[config.mk]
export PLATFORM = sky130hd
export DESIGN_NAME = note_sequencer_arb
export DESIGN_NICKNAME = d
export VERILOG_FILES = /design/src/rtl/note_sequencer_arb.sv
export SDC_FILE = /design/constraint.sdc
export NUM_CORES = 1
export LEC_CHECK = 0
export ABC_AREA = 0
export CAP_MARGIN = 15
export CORE_MARGIN = 10
export CORE_UTILIZATION = 35
export CTS_CLUSTER_SIZE = 30
export DETAILED_ROUTE_END_ITERATION = 16
export PLACE_DENSITY = 0.56
export SYNTH_ARGS = -nofsm -noshare
export SYNTH_HDL_FRONTEND = slang
export SYNTH_SLANG_ARGS = --single-unit
export TNS_END_PERCENT = 5
[constraint.sdc]
create_clock -name clk -period 17.9 [get_ports clk]
set_input_delay 5.37 -clock clk [delete_from_list [all_inputs] [get_ports clk]]
set_output_delay 5.37 -clock clk [all_outputs]
set_load 0.1 [all_outputs]
[src/rtl/note_sequencer_arb.sv]
// note_sequencer_arb
//   Steps a two-channel score from an external synchronous ROM at a fixed beat
//   rate and drives note_gen. One SFX requester can preempt the score; the
//   score then resumes where it left off.
// Ports:
//   clk, rst            clock; asynchronous active-high reset
//   play, restart       run/pause level; one-cycle rewind pulse
//   score_len           number of score entries (0 = empty)
//   score_addr          registered ROM address
//   score_data          {left_div, right_div}, valid one cycle after score_addr
//   volume_in           user volume
//   sfx_req/div/beats   SFX request level, divider, length in beats
//   sfx_ack, sfx_busy   accept pulse, SFX active
//   note_div_left/right divider outputs (22'd1 = silence)
//   volume              volume output
module note_sequencer_arb #(
    parameter int unsigned BEAT_DIV = 25_000_000,
    parameter int unsigned SCORE_AW = 7
) (
    input  logic                clk,
    input  logic                rst,
    input  logic                play,
    input  logic                restart,
    input  logic [SCORE_AW-1:0] score_len,
    output logic [SCORE_AW-1:0] score_addr,
    input  logic [43:0]         score_data,
    input  logic [1:0]          volume_in,
    input  logic                sfx_req,
    input  logic [21:0]         sfx_div,
    input  logic [3:0]          sfx_beats,
    output logic                sfx_ack,
    output logic                sfx_busy,
    output logic [21:0]         note_div_left,
    output logic [21:0]         note_div_right,
    output logic [1:0]          volume
);

    localparam int unsigned BW = $clog2(BEAT_DIV);
    localparam logic [BW-1:0] LAST_BEAT = BW'(BEAT_DIV - 1);

    typedef enum logic [2:0] {ST_IDLE, ST_FETCH, ST_WAIT, ST_PLAY, ST_SFX} state_t;

    state_t              state, state_n, ret_state, ret_n;
    logic [SCORE_AW-1:0] addr_n;
    logic [BW-1:0]       beat_cnt, beat_n;
    logic [21:0]         note_l, note_l_n, note_r, note_r_n;
    logic [21:0]         sfx_div_q, sfx_div_n;
    logic [3:0]          sfx_left, sfx_left_n;
    logic [BW-1:0]       sfx_sub, sfx_sub_n;
    logic                accept, ack_n, busy_n;
    logic [21:0]         div_l_n, div_r_n;
    logic [1:0]          vol_n;
    state_t              rewind_state;

    assign accept       = sfx_req && (state != ST_SFX);
    assign rewind_state = (play && score_len != '0) ? ST_FETCH : ST_IDLE;

    always_comb begin
        state_n    = state;
        ret_n      = ret_state;
        addr_n     = score_addr;
        beat_n     = beat_cnt;
        note_l_n   = note_l;
        note_r_n   = note_r;
        sfx_div_n  = sfx_div_q;
        sfx_left_n = sfx_left;
        sfx_sub_n  = sfx_sub;

        if (state == ST_SFX) begin
            if (restart) begin
                addr_n = '0;
                beat_n = '0;
                ret_n  = rewind_state;
            end
            if (sfx_sub == LAST_BEAT) begin
                sfx_sub_n = '0;
                if (sfx_left == 4'd1) state_n = ret_n;
                else                  sfx_left_n = sfx_left - 4'd1;
            end else begin
                sfx_sub_n = sfx_sub + BW'(1);
            end
        end else if (accept) begin
            // The accept cycle preempts this cycle's music step, so the
            // interrupted note later resumes at the same beat count.
            state_n    = ST_SFX;
            sfx_div_n  = sfx_div;
            sfx_left_n = (sfx_beats == 4'd0) ? 4'd1 : sfx_beats;
            sfx_sub_n  = '0;
            if (restart) begin
                addr_n = '0;
                beat_n = '0;
                ret_n  = rewind_state;
            end else begin
                case (state)
                    ST_PLAY: ret_n = ST_PLAY;
                    ST_IDLE: ret_n = ST_IDLE;
                    default: ret_n = ST_FETCH;
                endcase
            end
        end else if (restart) begin
            addr_n  = '0;
            beat_n  = '0;
            state_n = rewind_state;
        end else begin
            case (state)
                ST_IDLE:  if (play && score_len != '0) state_n = ST_FETCH;
                ST_FETCH: state_n = ST_WAIT;
                ST_WAIT: begin
                    note_l_n = score_data[43:22];
                    note_r_n = score_data[21:0];
                    beat_n   = '0;
                    state_n  = ST_PLAY;
                end
                ST_PLAY: begin
                    if (play) begin
                        if (beat_cnt == LAST_BEAT) begin
                            beat_n = '0;
                            if (score_len == '0) begin
                                addr_n  = '0;
                                state_n = ST_IDLE;
                            end else begin
                                // >= also catches a score_len shrunk below addr
                                if (score_addr >= score_len - SCORE_AW'(1)) addr_n = '0;
                                else addr_n = score_addr + SCORE_AW'(1);
                                state_n = ST_FETCH;
                            end
                        end else begin
                            beat_n = beat_cnt + BW'(1);
                        end
                    end
                end
                default: state_n = ST_IDLE;
            endcase
        end
    end

    // Outputs are registered from next-state values so they line up with
    // the state they describe.
    always_comb begin
        ack_n   = accept;
        busy_n  = (state_n == ST_SFX);
        div_l_n = 22'd1;
        div_r_n = 22'd1;
        vol_n   = '0;
        if (state_n == ST_SFX) begin
            div_l_n = sfx_div_n;
            div_r_n = sfx_div_n;
            vol_n   = volume_in;
        end else if (play && (state_n == ST_FETCH || state_n == ST_WAIT || state_n == ST_PLAY)) begin
            div_l_n = note_l_n;
            div_r_n = note_r_n;
            vol_n   = volume_in;
        end
    end

    always_ff @(posedge clk or posedge rst) begin
        if (rst) begin
            state          <= ST_IDLE;
            ret_state      <= ST_IDLE;
            score_addr     <= '0;
            beat_cnt       <= '0;
            note_l         <= 22'd1;
            note_r         <= 22'd1;
            sfx_div_q      <= 22'd1;
            sfx_left       <= 4'd1;
            sfx_sub        <= '0;
            sfx_ack        <= 1'b0;
            sfx_busy       <= 1'b0;
            note_div_left  <= 22'd1;
            note_div_right <= 22'd1;
            volume         <= '0;
        end else begin
            state          <= state_n;
            ret_state      <= ret_n;
            score_addr     <= addr_n;
            beat_cnt       <= beat_n;
            note_l         <= note_l_n;
            note_r         <= note_r_n;
            sfx_div_q      <= sfx_div_n;
            sfx_left       <= sfx_left_n;
            sfx_sub        <= sfx_sub_n;
            sfx_ack        <= ack_n;
            sfx_busy       <= busy_n;
            note_div_left  <= div_l_n;
            note_div_right <= div_r_n;
            volume         <= vol_n;
        end
    end

endmodule
## Word-level counts from Yosys, hierarchy flattened

Cells that the tools add are included.
W data, S select, Z words.

- Word-level logic and storage cells: 108
- Register bits after elaboration: 181

- Muxes and demuxes: 56
- Equal/unequal tests: 15
- Reductions and logical operators: 17
- Order comparisons: 1
- Add/subtract/negate cells: 5

Operators by type and width:

| cell | count |
|---|---|
| $mux W22 | 14 |
| $mux W25 | 9 |
| $mux W7 | 9 |
| $add A25 B1 Y25 const B | 2 |
| $eq A25 B25 Y1 const B | 2 |
| $pmux W25 S2 | 1 |
| $mux W3 | 11 |
| $mux W4 | 5 |
| $eq A3 B2 Y1 const B | 4 |
| $pmux W3 S4 | 1 |
| $reduce_bool A4 Y1 | 3 |
| $add A7 B1 Y7 const B | 1 |
| $ge A7 B7 Y1 | 1 |
| $logic_not A7 Y1 | 1 |
| $reduce_bool A7 Y1 | 1 |
| $sub A7 B1 Y7 const B | 1 |
| $eq A3 B1 Y1 const B | 2 |
| $eq A3 B3 Y1 const B | 2 |
| $mux W2 | 3 |
| $reduce_and A3 Y1 | 2 |
| $ne A5 B5 Y1 const B | 1 |
| $reduce_bool A5 Y1 | 1 |
| $eq A4 B1 Y1 const B | 1 |
| $logic_not A4 Y1 | 1 |
| 11 further kinds | 15 |

## Longest topological paths before layout

Gate-level depths: netlist of the first run.

- Word-level depth: 14
- Mapped depth: 10

## Least setup slack after synthesis of the first run

Ideal clock, no wire load.

- Path type: input port to flip-flop
- From: input score_len[0]
- To: register score_addr[3]
- Stages on the path: 10
- Arrival: 7.693 ns
- Setup slack: 10.119 ns
- Setup time: 0.087 ns
- Path through: inv_1 -> ha_1 -> or3b_1 -> nor4_2 -> nor2_1 -> ha_1 -> a211o_1 -> nor3_1 -> o211ai_1 -> o211ai_1

- Longest elaborated chain between the ends: 10

RTL lines:

| what | line | text |
|---|---|---|
| start: declaration | 24 | `input logic [SCORE_AW-1:0] score_len,` |
| $sub A7 B1 Y7 | 123 | `if (score_addr >= score_len - SCORE_AW'(1)) addr_n = '0;` |
| $ge A7 B7 Y1 | 123 |  |
| $mux W7 | 123 |  |
| $mux W7 (*) | 118 | `if (score_len == '0) begin` |
| $mux W7 (*) | 116 | `if (beat_cnt == LAST_BEAT) begin` |
| $mux W7 (*) | 115 | `if (play) begin` |
| $mux W7 (*) | 105 | `case (state)` |
| $mux W7 (*) | 100 | `end else if (restart) begin` |
| $mux W7 (*) | 82 | `end else if (accept) begin` |
| $mux W7 (*) | 69 | `if (state == ST_SFX) begin` |
| end signal: assignment | 175 | `score_addr <= addr_n;` |
| end: declaration | 25 | `output logic [SCORE_AW-1:0] score_addr,` |

Every way passes the cells marked *; elsewhere a longest branch is shown, timed or not. The select of a mux whose other input is x is not followed.
A chain may end at the register's enable or synchronous reset.

## Final worst setup path of the first run

- From: input score_len[0]
- To: register score_addr[5]

The elaborated chain is that of the path after synthesis.

==> results of run 1 <==
==> cells by family after synthesis <==
| family | count (synthesis) |
|---|---|
| compound gates | 176 |
| xor+xnor | 12 |
| fa+ha+maj | 13 |
| buf+inv | 85 |
| flops | 181 |
| mux | 124 |
| simple gates | 250 |
==> final timing paths <==
kind / end / slack, ns / cells after the start
setup / recovery: score_addr[5]$_DFFE_PP0P_ / 9.69 / 11
hold / removal: note_r[4]$_DFF_PP0_ / 0.50 / 1
setup reg to reg: note_div_right[18]$_DFF_PP0_ / 14.68 / 6
hold reg to reg: note_r[4]$_DFF_PP0_ / 0.50 / 1
max in group asynchronous: note_div_right[12]$_DFF_PP0_ / 10.57 / 4
min in group asynchronous: note_l[13]$_DFF_PP0_ / 5.41 / 2
==> layout by cell type (no fill, tap or decap), drive strengths merged, types with 7 or more instances in the layout <==
| master | n |
|---|---|
| nand2b | 8 |
| a21oi | 28 |
| a31oi | 9 |
| mux2i | 56 |
| inv | 34 |
| o21ai | 36 |
| and3 | 8 |
| nand4 | 21 |
| mux2 | 68 |
| nor3 | 15 |
| buf | 13 |
| ha | 13 |
| a21o | 9 |
| a22o | 11 |
| nand3 | 57 |
| o211ai | 52 |
| nor4 | 12 |
| and4 | 7 |
| nor2 | 25 |
| or3 | 7 |
| nand2 | 49 |
| xnor2 | 7 |
| clkdlybuf4s50 | 137 |
| nand3b | 7 |
| clkbuf | 17 |
| dfrtp | 175 |
==> power breakdown <==
part	switching (mW)	internal, mW	total [mW]
Combinational	0.241	0.0950	0.336
Clock	0.186	0.201	0.387
Sequential	0.0317	0.462	0.494
Total	0.459	0.758	1.22
==> final cells by class <==
type	count	area [um^2]	share of cell area [%]
Tap cell	330	413	3.63
Inverter	25	98.8	0.870
Multi-Input combinational cell	575	4240	37.3
Clock buffer	17	425	3.74
Sequential cell	181	4540	39.9
Clock inverter	15	183	1.61
Timing Repair Buffer	150	1470	12.9
==> worst max-delay path, delay by kind of cell <==
family | cells | cell delay [ns]
adder cells (fa/ha/maj) | 2 | 0.49
AND/OR/NAND/NOR | 4 | 1.35
buffers and inverters | 2 | 0.50
AO/OA/AOI/OAI | 3 | 0.84
==> registers in the layout, indices dropped and copies added, names as in the netlist, 2 cells and up <==
name,flops
beat_cnt,25
note_div_left,22
note_div_right,22
note_l,22
note_r,22
ret_state,3
score_addr,7
sfx_div_q,22
sfx_left,4
sfx_sub,25
state,3
volume,2
==> through the flow <==
stage	util, %	area (um^2)	hold WS, ns
after floorplan	-	9100	0.471
after global placement	42.3	10800	0.478
after detailed placement	42.3	10800	0.481
after CTS	44.7	11400	0.499
after global routing	44.7	11400	0.508
final	44.7	11400	0.497
==> per-layer routing <==
layer | wire (um) | share of wire, %
met1 | 12200 | 49
met2 | 11200 | 45
met3 | 1190 | 4.8
met4 | 223 | 0.90
met5 | 11 | 0.044
==> metrics.md, run 1 <==
| Metric | Value |
|---|---|
| Synth Net Count | `938` |
| Num Clock Sinks | `181` |
| Fillers | `2,382` |
| Synth cell count leaders | `dfrtp_1, mux2_2, nand3_1` |
| Fin crit period | `8.21 ns` |
| Crit-path max cell delay | `between 0.4 and 0.5 ns` |
| DP HPWL | `about 16,000 um` |
| Max-cap viol count | `0` |
| Yosys cell types | `64` |
| Leak pwr | `4.62 nW` |
| Worst Tran Pin Value | `approximately 1.1 ns` |
| DRC | `0` |
| First-pass GRT wire length | `40,200 um` |
| Syn_area_per_cell | `10.8 um^2` |
| Largest family of logic cells by synthesized area | `simple AND/OR/NAND/NOR gates` |
| Post-Synth Adder-Cell Area | `~1.8%` |
| Clock insertion delay at the later pin of the skew report | `0.43 ns` |
| Maximum operating frequency | `122 MHz` |
| DRT antenna net count | `0` |
| Worst Setup SP | `score_len[0]` |
| Mux share of post-synthesis cell area | `14.6%` |
| Setup TNS | `0 ns` |
| Placer Congestion | `about 0.77` |
| Pre-antenna DRT Iters | `5` |
| Non-filler instance count after layout | `1,293` |
| Post-CTS Setup Bufs | `0` |
| Die span in x | `181 um` |
| Die Ht | `181 um` |
| Synth warnings | `0` |
| DP Worst Slack | `between 9 and 10 ns` |
| Layout cells sized above 1 | `about 14%` |
| Most used standard cell by instance count after synthesis | `dfrtp_1` |
| Fin nets | `roughly 1.0k` |
| Clk slew on worst S/H paths | `0.08 ns` |
| Worst Min Path Start | `note_r[4]$_DFF_PP0_` |
| Grt peak-use layer | `met2` |
| Clock root cell | `clkbuf_16` |
| Synth area leaders | `dfrtp_1, mux2_2, mux2i_1, o211ai_1, nand3_1` |
| # rows | `58` |
| Met3 Use GR | `between 3 and 4%` |
| Per-cell routed wire length | `19.2 um` |
| Crit-path max FO | `6` |
| Routed WL | `between 20,000 and 25,000 um` |
| Post-synth EDFFs | `0` |
| Initial drt markers | `691` |
| Final WS setup | `9.69 ns` |
| Data required, critical path | `18.25 ns` |
| Initial antenna violation count | `1` |
| Die area | `32,800 um^2` |
| Pwr Total | `1.22 mW` |
| Buffers on Ports | `about 140` |
| Max IR drop VDD | `0.0000706 V` |
| Status | `finished, final reports clean` |
| Async SR Flop Fraction | `100%` |
| CTS tree | `yes` |
| Register bit total from synthesis | `181` |
| CP startpoint kind | `input port` |
| Largest net degree at the start of global routing | `72` |
| Routed vias | `7,065` |
| Slowest stage cell, crit path | `nor4_2` |
| Synth Area in Simple Gates | `15.3%` |
| Met2 layer usage reported by global route | `22.7%` |
| Ordered cell list for the critical path | `clkdlybuf4s50_1, inv_1, ha_1, or3b_1, nor4_2, nor2_1, ha_1, a211o_1, nor3_1, o211ai_1, o211ai_1` |
| Final Skew | `0.0116 ns` |
| Synth Cell Area | `9100 um^2` |
| Htree depth | `4` |
| GR Layer Usage met1 | `21.1%` |
| Worst slew margin | `25.7%` |
| Initial Utilization | `35.8%` |
| Grt total ovfl | `0` |
| Post_cts resized | `0` |
| # placed instances | `1,261` |
| Via-to-Cell Ratio | `between 5 and 6` |
| # IOs | `139` |
| Max Slew Vio Count | `0` |
| CP Data Arrival Time | `8.56 ns` |
| CTS buffer count | `17` |
| Hold Vio Cnt, Final | `0` |
| Crit Path Category | `in2reg` |
| Worst r2r src | `state[1]$_DFF_PP0_` |
| Hold WC Path Type | `reg2reg` |
| Vias in the first global route | `6,996` |
| Final setup vio count | `0` |
| Core area | `around 25,000 um^2` |
| N_diodes | `0` |
| Period utilisation layout | `45.9%` |
| Compound-gate portion of the synthesized area | `13.3%` |
| Tot GR Track Use | `14.9%` |
| Sequential area share after synthesis | `49.9%` |
| CTS Buffer Depth | `2` |
| Cells after Synth | `between 800 and 900` |
| CP Capture Type | `flip-flop` |
| Hold buffer count at cts | `0` |
| Post-synth top area share | `48.1%` |
| Pwr per Cell Area | `roughly 110 nW/um^2` |
| Synth area leader | `dfrtp_1` |
| Area growth syn-to-layout | `24.9%` |
| Synth Area in XOR/XNOR | `about 1.2%` |
| RSZ-0062 raised after global routing | `no` |
| Top FF cell, synth | `dfrtp_1` |
No activity file was read; power rests on OpenSTA's default activity.
==> inputs of run 2 (changes only) <==
==> constraint.sdc (replaced) <==
create_clock -name clk -period 8.3 [get_ports clk]
set_input_delay 2.49 -clock clk [delete_from_list [all_inputs] [get_ports clk]]
set_output_delay 2.49 -clock clk [all_outputs]
set_load 0.1 [all_outputs]
==> run 2 against run 1 <==
Compared with the run above: clock power rose by 120%; routed wire length rose by 0.57%; sequential share of layout area about the same; largest cell class unchanged; die area unchanged; count of clock-buffer cells in the layout did not move; flip-flop and latch count did not move; register-to-register slack got worse by 9.5 ns; power rose by 120%; worst setup slack lost 6.7 ns; first-iteration DRC count decreased by 24%; clock skew is 0.0024 ns higher; combinational power up 120%.
==> metrics.md, run 2 (same netlist as run 1, synthesis figures left out) <==
| Metric | Value |
|---|---|
| Status | `finished, final reports clean` |
| Htree depth | `4 (unchanged)` |
| Worst slew margin | `23.9% (-1.9 points)` |
| Hold Worst Slack | `0.498 ns (+0.00102 ns)` |
| CP startpoint kind | `input port` |
| DRT antenna net count | `0 (unchanged)` |
| Data required, critical path | `8.65 ns (-9.60 ns)` |
| Sw Ratio | `38.5% (+0.77 points)` |
| RSZ-0062 raised after global routing | `no` |
| Largest net degree at the start of global routing | `71 (-1.4%)` |
| Die Ht | `181 um (unchanged)` |
| CTS tree | `yes` |
| Final Skew | `0.0140 ns (+0.00241 ns)` |
| CP Data Arrival Time | `5.68 ns (-2.88 ns)` |
| Setup TNS | `0 ns (unchanged)` |
| CTS buffer count | `17 (unchanged)` |
| Crit-path max FO | `6 (unchanged)` |
| Most common cell after layout, fill and taps aside | `dfrtp_1` |
| Reg power frac | `40.6% (about the same)` |
| Max Slew Vio Count | `0 (unchanged)` |
| Crit-path max cell delay | `0.48 ns (+0.03 ns)` |
| Post_cts resized | `0 (unchanged)` |
| Buffers on Ports | `138 (unchanged)` |
| Initial antenna violation count | `0 (-1)` |
| # IOs | `139 (unchanged)` |
| Die span in x | `181 um (unchanged)` |
| Layout cells sized above 1 | `14.3% (unchanged)` |
| Fin nets | `1,047 (unchanged)` |
| Vias in the first global route | `6,873 (-1.8%)` |
| CTS Buffer Depth | `2 (unchanged)` |
| Hold Vio Cnt, Final | `0 (unchanged)` |
| DRC | `0 (unchanged)` |
| Hold WC Path Type | `reg2reg` |
| Grt total ovfl | `0 (unchanged)` |
| Die area | `32,800 um^2 (unchanged)` |
| P_int | `1.62 mW (+110%)` |
| Clock power share | `31.7% (about the same)` |
| First-pass GRT wire length | `40,300 um (+0.29%)` |
| Util after Layout | `44.8% (+0.054 points)` |
| Buf+Inv Stages, Crit Path | `2 (unchanged)` |
| Max IR drop VDD | `0.000166 V (+140%)` |
| Hold buffer count at cts | `0 (unchanged)` |
| Clock insertion delay at the later pin of the skew report | `0.44 ns (about the same)` |
| Flop2flop setup slack | `5.14 ns (-9.54 ns)` |
| Crit Path Category | `in2reg` |
| Routed vias | `7,028 (-0.52%)` |
| Via-to-Cell Ratio | `5.44 (-0.52%)` |
| Initial Utilization | `35.8% (unchanged)` |
| Commonest non-fill, non-tap cells in the layout | `dfrtp_1, clkdlybuf4s50_1, mux2_2` |
| Slowest stage cell, crit path | `nor4_2` |
| Max-cap viol count | `0 (unchanged)` |
| Tot GR Track Use | `14.9% (+0.032 points)` |
| Final setup vio count | `0 (unchanged)` |
| Fin crit period | `5.33 ns` |
| Worst Tran Pin Value | `1.14 ns (+0.0279 ns)` |
| Area growth syn-to-layout | `25.0%` |
| Top Registers | `beat_cnt x25, sfx_sub x25` |
| Num Clock Sinks | `181 (unchanged)` |
| # rows | `58 (unchanged)` |
| Ordered cell list for the critical path | `clkdlybuf4s50_1, inv_1, ha_1, or3b_1, nor4_2, nor2_1, ha_1, a211o_1, nor3_1, o211ai_1, o211ai_1` |
| Clk slew on worst S/H paths | `0.08 ns (about the same)` |
| Post-CTS Setup Bufs | `0 (unchanged)` |
| Pwr per Cell Area | `231 nW/um^2 (+120%)` |
| N_diodes | `0 (unchanged)` |
| Clock root cell | `clkbuf_16` |
| Per-cell routed wire length | `19.3 um (+0.57%)` |
| Pre-antenna DRT Iters | `5 (unchanged)` |
| Core area | `25,400 um^2 (unchanged)` |
| Leak pwr | `4.63 nW (+0.20%)` |
| CP Capture Type | `flip-flop` |
| Initial drt markers | `527 (-24%)` |
| Period utilisation layout | `around 64%` |
| Routed WL | `25,000 um (+0.57%)` |
| Comb pwr share | `27.6% (about the same)` |
| Switching pwr | `1.01 mW (+120%)` |
| CP top delay family | `simple AND/OR/NAND/NOR gates` |
| Maximum operating frequency | `between 150 and 200 MHz` |
| Placer Congestion | `0.777 (+0.63%)` |
| DP HPWL | `16,300 um (+0.31%)` |
[run 2: changes by cell type in the layout (fill, tap and decap cells not counted), sizes merged]
cell      delta
clkinv       +6
inv          -3
clkinvlp     -2
bufinv       -1
[run 2: area by class of cell]
cell class	instances	area (um^2)
inverters	25	98.8
well taps	330	413
clock inverters	15	204
clock buffers	17	425
multi-input cells	575	4230
fillers	2404	14000
flip-flops and latches	181	4540
repair buffers	150	1470
[run 2: worst reg2reg max path: stages (launching register included)]
cell and delay (ns):
dfrtp_1 0.53, nor3b_2 0.81, and4_1 0.35, and4_2 1.00, o211ai_1 0.20, mux2i_1 0.20
[run 2: through the flow]
step / setup WS (ns) / instances / area, um^2 / power [mW]
6_report: 2.97 / 1293 / 11400 / 2.62
5_1_grt: 2.68 / 1293 / 11400 / 2.74
4_1_cts: 2.97 / 1293 / 11400 / 2.65
3_5_place_dp: 2.51 / 1261 / 10700 / 1.82
3_3_place_gp: 2.60 / 1261 / 10700 / 1.81
2_1_floorplan: 0.905 / 841 / 9100 / 1.60
[run 2: worst paths after layout]
kind | start | end | depth (start not counted)
hold reg to reg | note_l[11]$_DFF_PP0_ | note_l[11]$_DFF_PP0_ | 1
hold / removal | note_l[11]$_DFF_PP0_ | note_l[11]$_DFF_PP0_ | 1
min in group asynchronous | rst | note_r[13]$_DFF_PP0_ | 2
setup / recovery | score_len[0] | score_addr[4]$_DFFE_PP0P_ | 11
setup reg to reg | state[1]$_DFF_PP0_ | note_div_left[4]$_DFF_PP0_ | 5
max in group asynchronous | rst | beat_cnt[21]$_DFFE_PP0P_ | 3
[run 2: power groups by stage]
stage	sequential [mW]	combinational (mW)	clock, mW
2_1_floorplan	1.43	0.169	0
3_3_place_gp	1.08	0.725	0
3_5_place_dp	1.08	0.733	0
4_1_cts	1.07	0.734	0.854
5_1_grt	1.08	0.766	0.894
6_report	1.07	0.726	0.833
[run 2: routing by layer]
layer  share of wire, %  vias up  track usage, %
met4               0.78        0            2.99
met1                 50     3485            21.6
met3                4.9       16            3.50
met2                 45      177            22.2
li1                   -     3350               -
met5                  0        -               0
==> inputs of run 3 (changes only) <==
==> constraint.sdc (replaced) <==
create_clock -name clk -period 5.45 [get_ports clk]
set_input_delay 1.635 -clock clk [delete_from_list [all_inputs] [get_ports clk]]
set_output_delay 1.635 -clock clk [all_outputs]
set_load 0.1 [all_outputs]
==> run 3 against run 2 <==
Compared with the run above: count of clock-buffer cells in the layout is 1 higher; clock power grew 51%; routed wire length shrank 0.65%; die area is the same; sequential share of layout area is 0.20 points lower; core utilization rose by 0.22 points; combinational power grew 53%; final cell count rose by 0.62%; first-iteration DRC count increased by 3.0%; non-clock buffer count increased by 8; sequential power is 51% higher; flip-flop and latch count stayed put; critical path type unchanged.
==> metrics.md, run 3 (same netlist as run 1, synthesis figures left out) <==
| Metric | Value |
|---|---|
| Hold WC Path Type | `reg2reg` |
| Pwr Total | `3.99 mW (+52%)` |
| Die span in x | `181 um (unchanged)` |
| N_diodes | `0 (unchanged)` |
| Post_cts resized | `0 (unchanged)` |
| Htree depth | `4 (unchanged)` |
| Clock root cell | `clkbuf_16` |
| Reg power frac | `40.6% (about the same)` |
| Routed vias | `7,030 (+0.028%)` |
| CP top delay family | `simple AND/OR/NAND/NOR gates` |
| Buf+Inv Stages, Crit Path | `3 (+1)` |
| P_int | `2.47 mW (+53%)` |
| Final Skew | `0.0203 ns (+0.00625 ns)` |
| First-pass GRT wire length | `40,100 um (-0.43%)` |
| Max-cap viol count | `0 (unchanged)` |
| CP startpoint kind | `input port` |
| Clock power share | `31.5% (-0.2 points)` |
| DRT antenna net count | `0 (unchanged)` |
| Max Slew Vio Count | `0 (unchanged)` |
| CTS tree | `yes` |
| Area growth syn-to-layout | `25.7%` |
| Sw Ratio | `38.1% (-0.35 points)` |
| Clk slew on worst S/H paths | `0.07 ns (about the same)` |
| Crit-path max cell delay | `0.42 ns (-0.06 ns)` |
| Num Clock Sinks | `181 (unchanged)` |
| Comb pwr share | `27.9% (+0.3 points)` |
| Slowest stage cell, crit path | `clkdlybuf4s50_1` |
| Hold Vio Cnt, Final | `0 (unchanged)` |
| Max IR drop VDD | `0.000255 V (+53%)` |
| DP HPWL | `17,000 um (+4.2%)` |
| Hold buffer count at cts | `0 (unchanged)` |
| Most common cell after layout, fill and taps aside | `dfrtp_1` |
| Die area | `32,800 um^2 (unchanged)` |
| Die Ht | `181 um (unchanged)` |
| Fillers | `2,400 (-0.17%)` |
| Data required, critical path | `5.80 ns (-2.85 ns)` |
| Via-to-Cell Ratio | `5.40 (-0.59%)` |
| CP Capture Type | `flip-flop` |
| Leak pwr | `4.67 nW (+0.93%)` |
| Placer Congestion | `0.800 (+3.0%)` |
| Ordered cell list for the critical path | `clkdlybuf4s50_1, inv_1, ha_1, or3b_1, nor4_2, buf_4, nor2_1, ha_1, a211o_1, nor3_1, o211ai_1, o211ai_1` |
| CP Data Arrival Time | `4.63 ns (-1.05 ns)` |
| Per-cell routed wire length | `19.1 um (-1.3%)` |
| DRC | `0 (unchanged)` |
| Largest net degree at the start of global routing | `105 (+48%)` |
| Tot GR Track Use | `14.9% (-0.028 points)` |
| Switching pwr | `1.52 mW (+51%)` |
| Period utilisation layout | `78.6%` |
| Buffers on Ports | `138 (unchanged)` |
| Commonest non-fill, non-tap cells in the layout | `dfrtp_1, clkdlybuf4s50_1, mux2_2` |
| Core area | `25,400 um^2 (unchanged)` |
| Grt total ovfl | `0 (unchanged)` |
| Post-CTS Setup Bufs | `0 (unchanged)` |
| Maximum operating frequency | `233 MHz` |
| Crit Path Category | `in2reg` |
| Fin nets | `1,055 (+0.76%)` |
| RSZ-0062 raised after global routing | `no` |
| Layout cells sized above 1 | `14.8% (+0.50 points)` |
| Crit-path max FO | `6 (unchanged)` |
| Vias in the first global route | `6,964 (+1.3%)` |
| Status | `finished, final reports clean` |
| Worst slew margin | `30.2% (+6.4 points)` |
| Fin crit period | `4.29 ns` |
| Initial Utilization | `35.8% (unchanged)` |
| Worst Tran Pin Value | `1.04 ns (-0.0986 ns)` |
| Initial drt markers | `543 (+3.0%)` |
| Top Registers | `beat_cnt x25, sfx_sub x25` |
| # IOs | `139 (unchanged)` |
| # rows | `58 (unchanged)` |
| Routed WL | `24,800 um (-0.65%)` |
| Initial antenna violation count | `2 (+2)` |
| Setup TNS | `0 ns (unchanged)` |
| Final setup vio count | `0 (unchanged)` |
| CTS Buffer Depth | `2 (unchanged)` |
| Hold Worst Slack | `0.497 ns (-0.00132 ns)` |
| Pre-antenna DRT Iters | `5 (unchanged)` |
| Pwr per Cell Area | `349 nW/um^2 (+51%)` |
| CTS buffer count | `17 (unchanged)` |
| Clock insertion delay at the later pin of the skew report | `0.43 ns (about the same)` |
## run 3: final cells by class
class,instances,area [um^2],share of cell area (%)
Timing Repair Buffer,158,1550,13.6
Clock buffer,18,439,3.84
Multi-Input combinational cell,575,4220,36.9
Tap cell,330,413,3.61
Sequential cell,181,4540,39.7
Clock inverter,14,173,1.51
Inverter,25,97.6,0.854
## run 3: power groups by stage
stage	Clock, mW	Sequential, mW	Combinational [mW]
finish	1.26	1.62	1.11
global route	1.34	1.64	1.18
CTS	1.29	1.62	1.12
detailed placement	0	1.64	1.12
global placement	0	1.64	1.11
floorplan	0	2.18	0.257
## run 3: worst reg2reg max path, cell delays in order (launching register included)
cell and delay (ns):
dfrtp_1 0.54, nor3b_2 0.87, and4_1 0.38, nand4_1 0.58, buf_4 0.46, a211oi_1 0.25
mux2i_1 0.10
## run 3: routing by layer
layer / track usage (%) / part of all wire, % / up-vias
li1: - / - / 3366
met1: 20.6 / 48 / 3509
met4: 2.41 / 0.60 / 4
met5: 0 / 0.10 / -
met2: 23.6 / 47 / 137
met3: 3.56 / 4.4 / 14
## run 3: worst paths after layout
| kind | slack [ns] | cells after the start | start | to |
|---|---|---|---|---|
| setup / recovery | 1.16 | 12 | score_len[0] | score_addr[4]$_DFFE_PP0P_ |
| hold / removal | 0.50 | 1 | note_l[15]$_DFF_PP0_ | note_l[15]$_DFF_PP0_ |
| setup reg to reg | 2.19 | 6 | state[1]$_DFF_PP0_ | note_div_left[0]$_DFF_PP1_ |
| hold reg to reg | 0.50 | 1 | note_l[15]$_DFF_PP0_ | note_l[15]$_DFF_PP0_ |
| max in group asynchronous | 2.77 | 3 | rst | note_l[0]$_DFF_PP1_ |
| min in group asynchronous | 1.67 | 2 | rst | note_r[15]$_DFF_PP0_ |
## run 3: metrics by stage
stage | std cells | utilization [%] | instance area, um^2 | setup slack (ns)
CTS | 1301 | 45.0 | 11400 | 1.18
floorplan | 841 | - | 9100 | 1.40
detailed placement | 1269 | 42.6 | 10800 | 0.753
finish | 1301 | 45.0 | 11400 | 1.16
global route | 1301 | 45.0 | 11400 | 0.845
global placement | 1269 | 42.6 | 10800 | 0.823
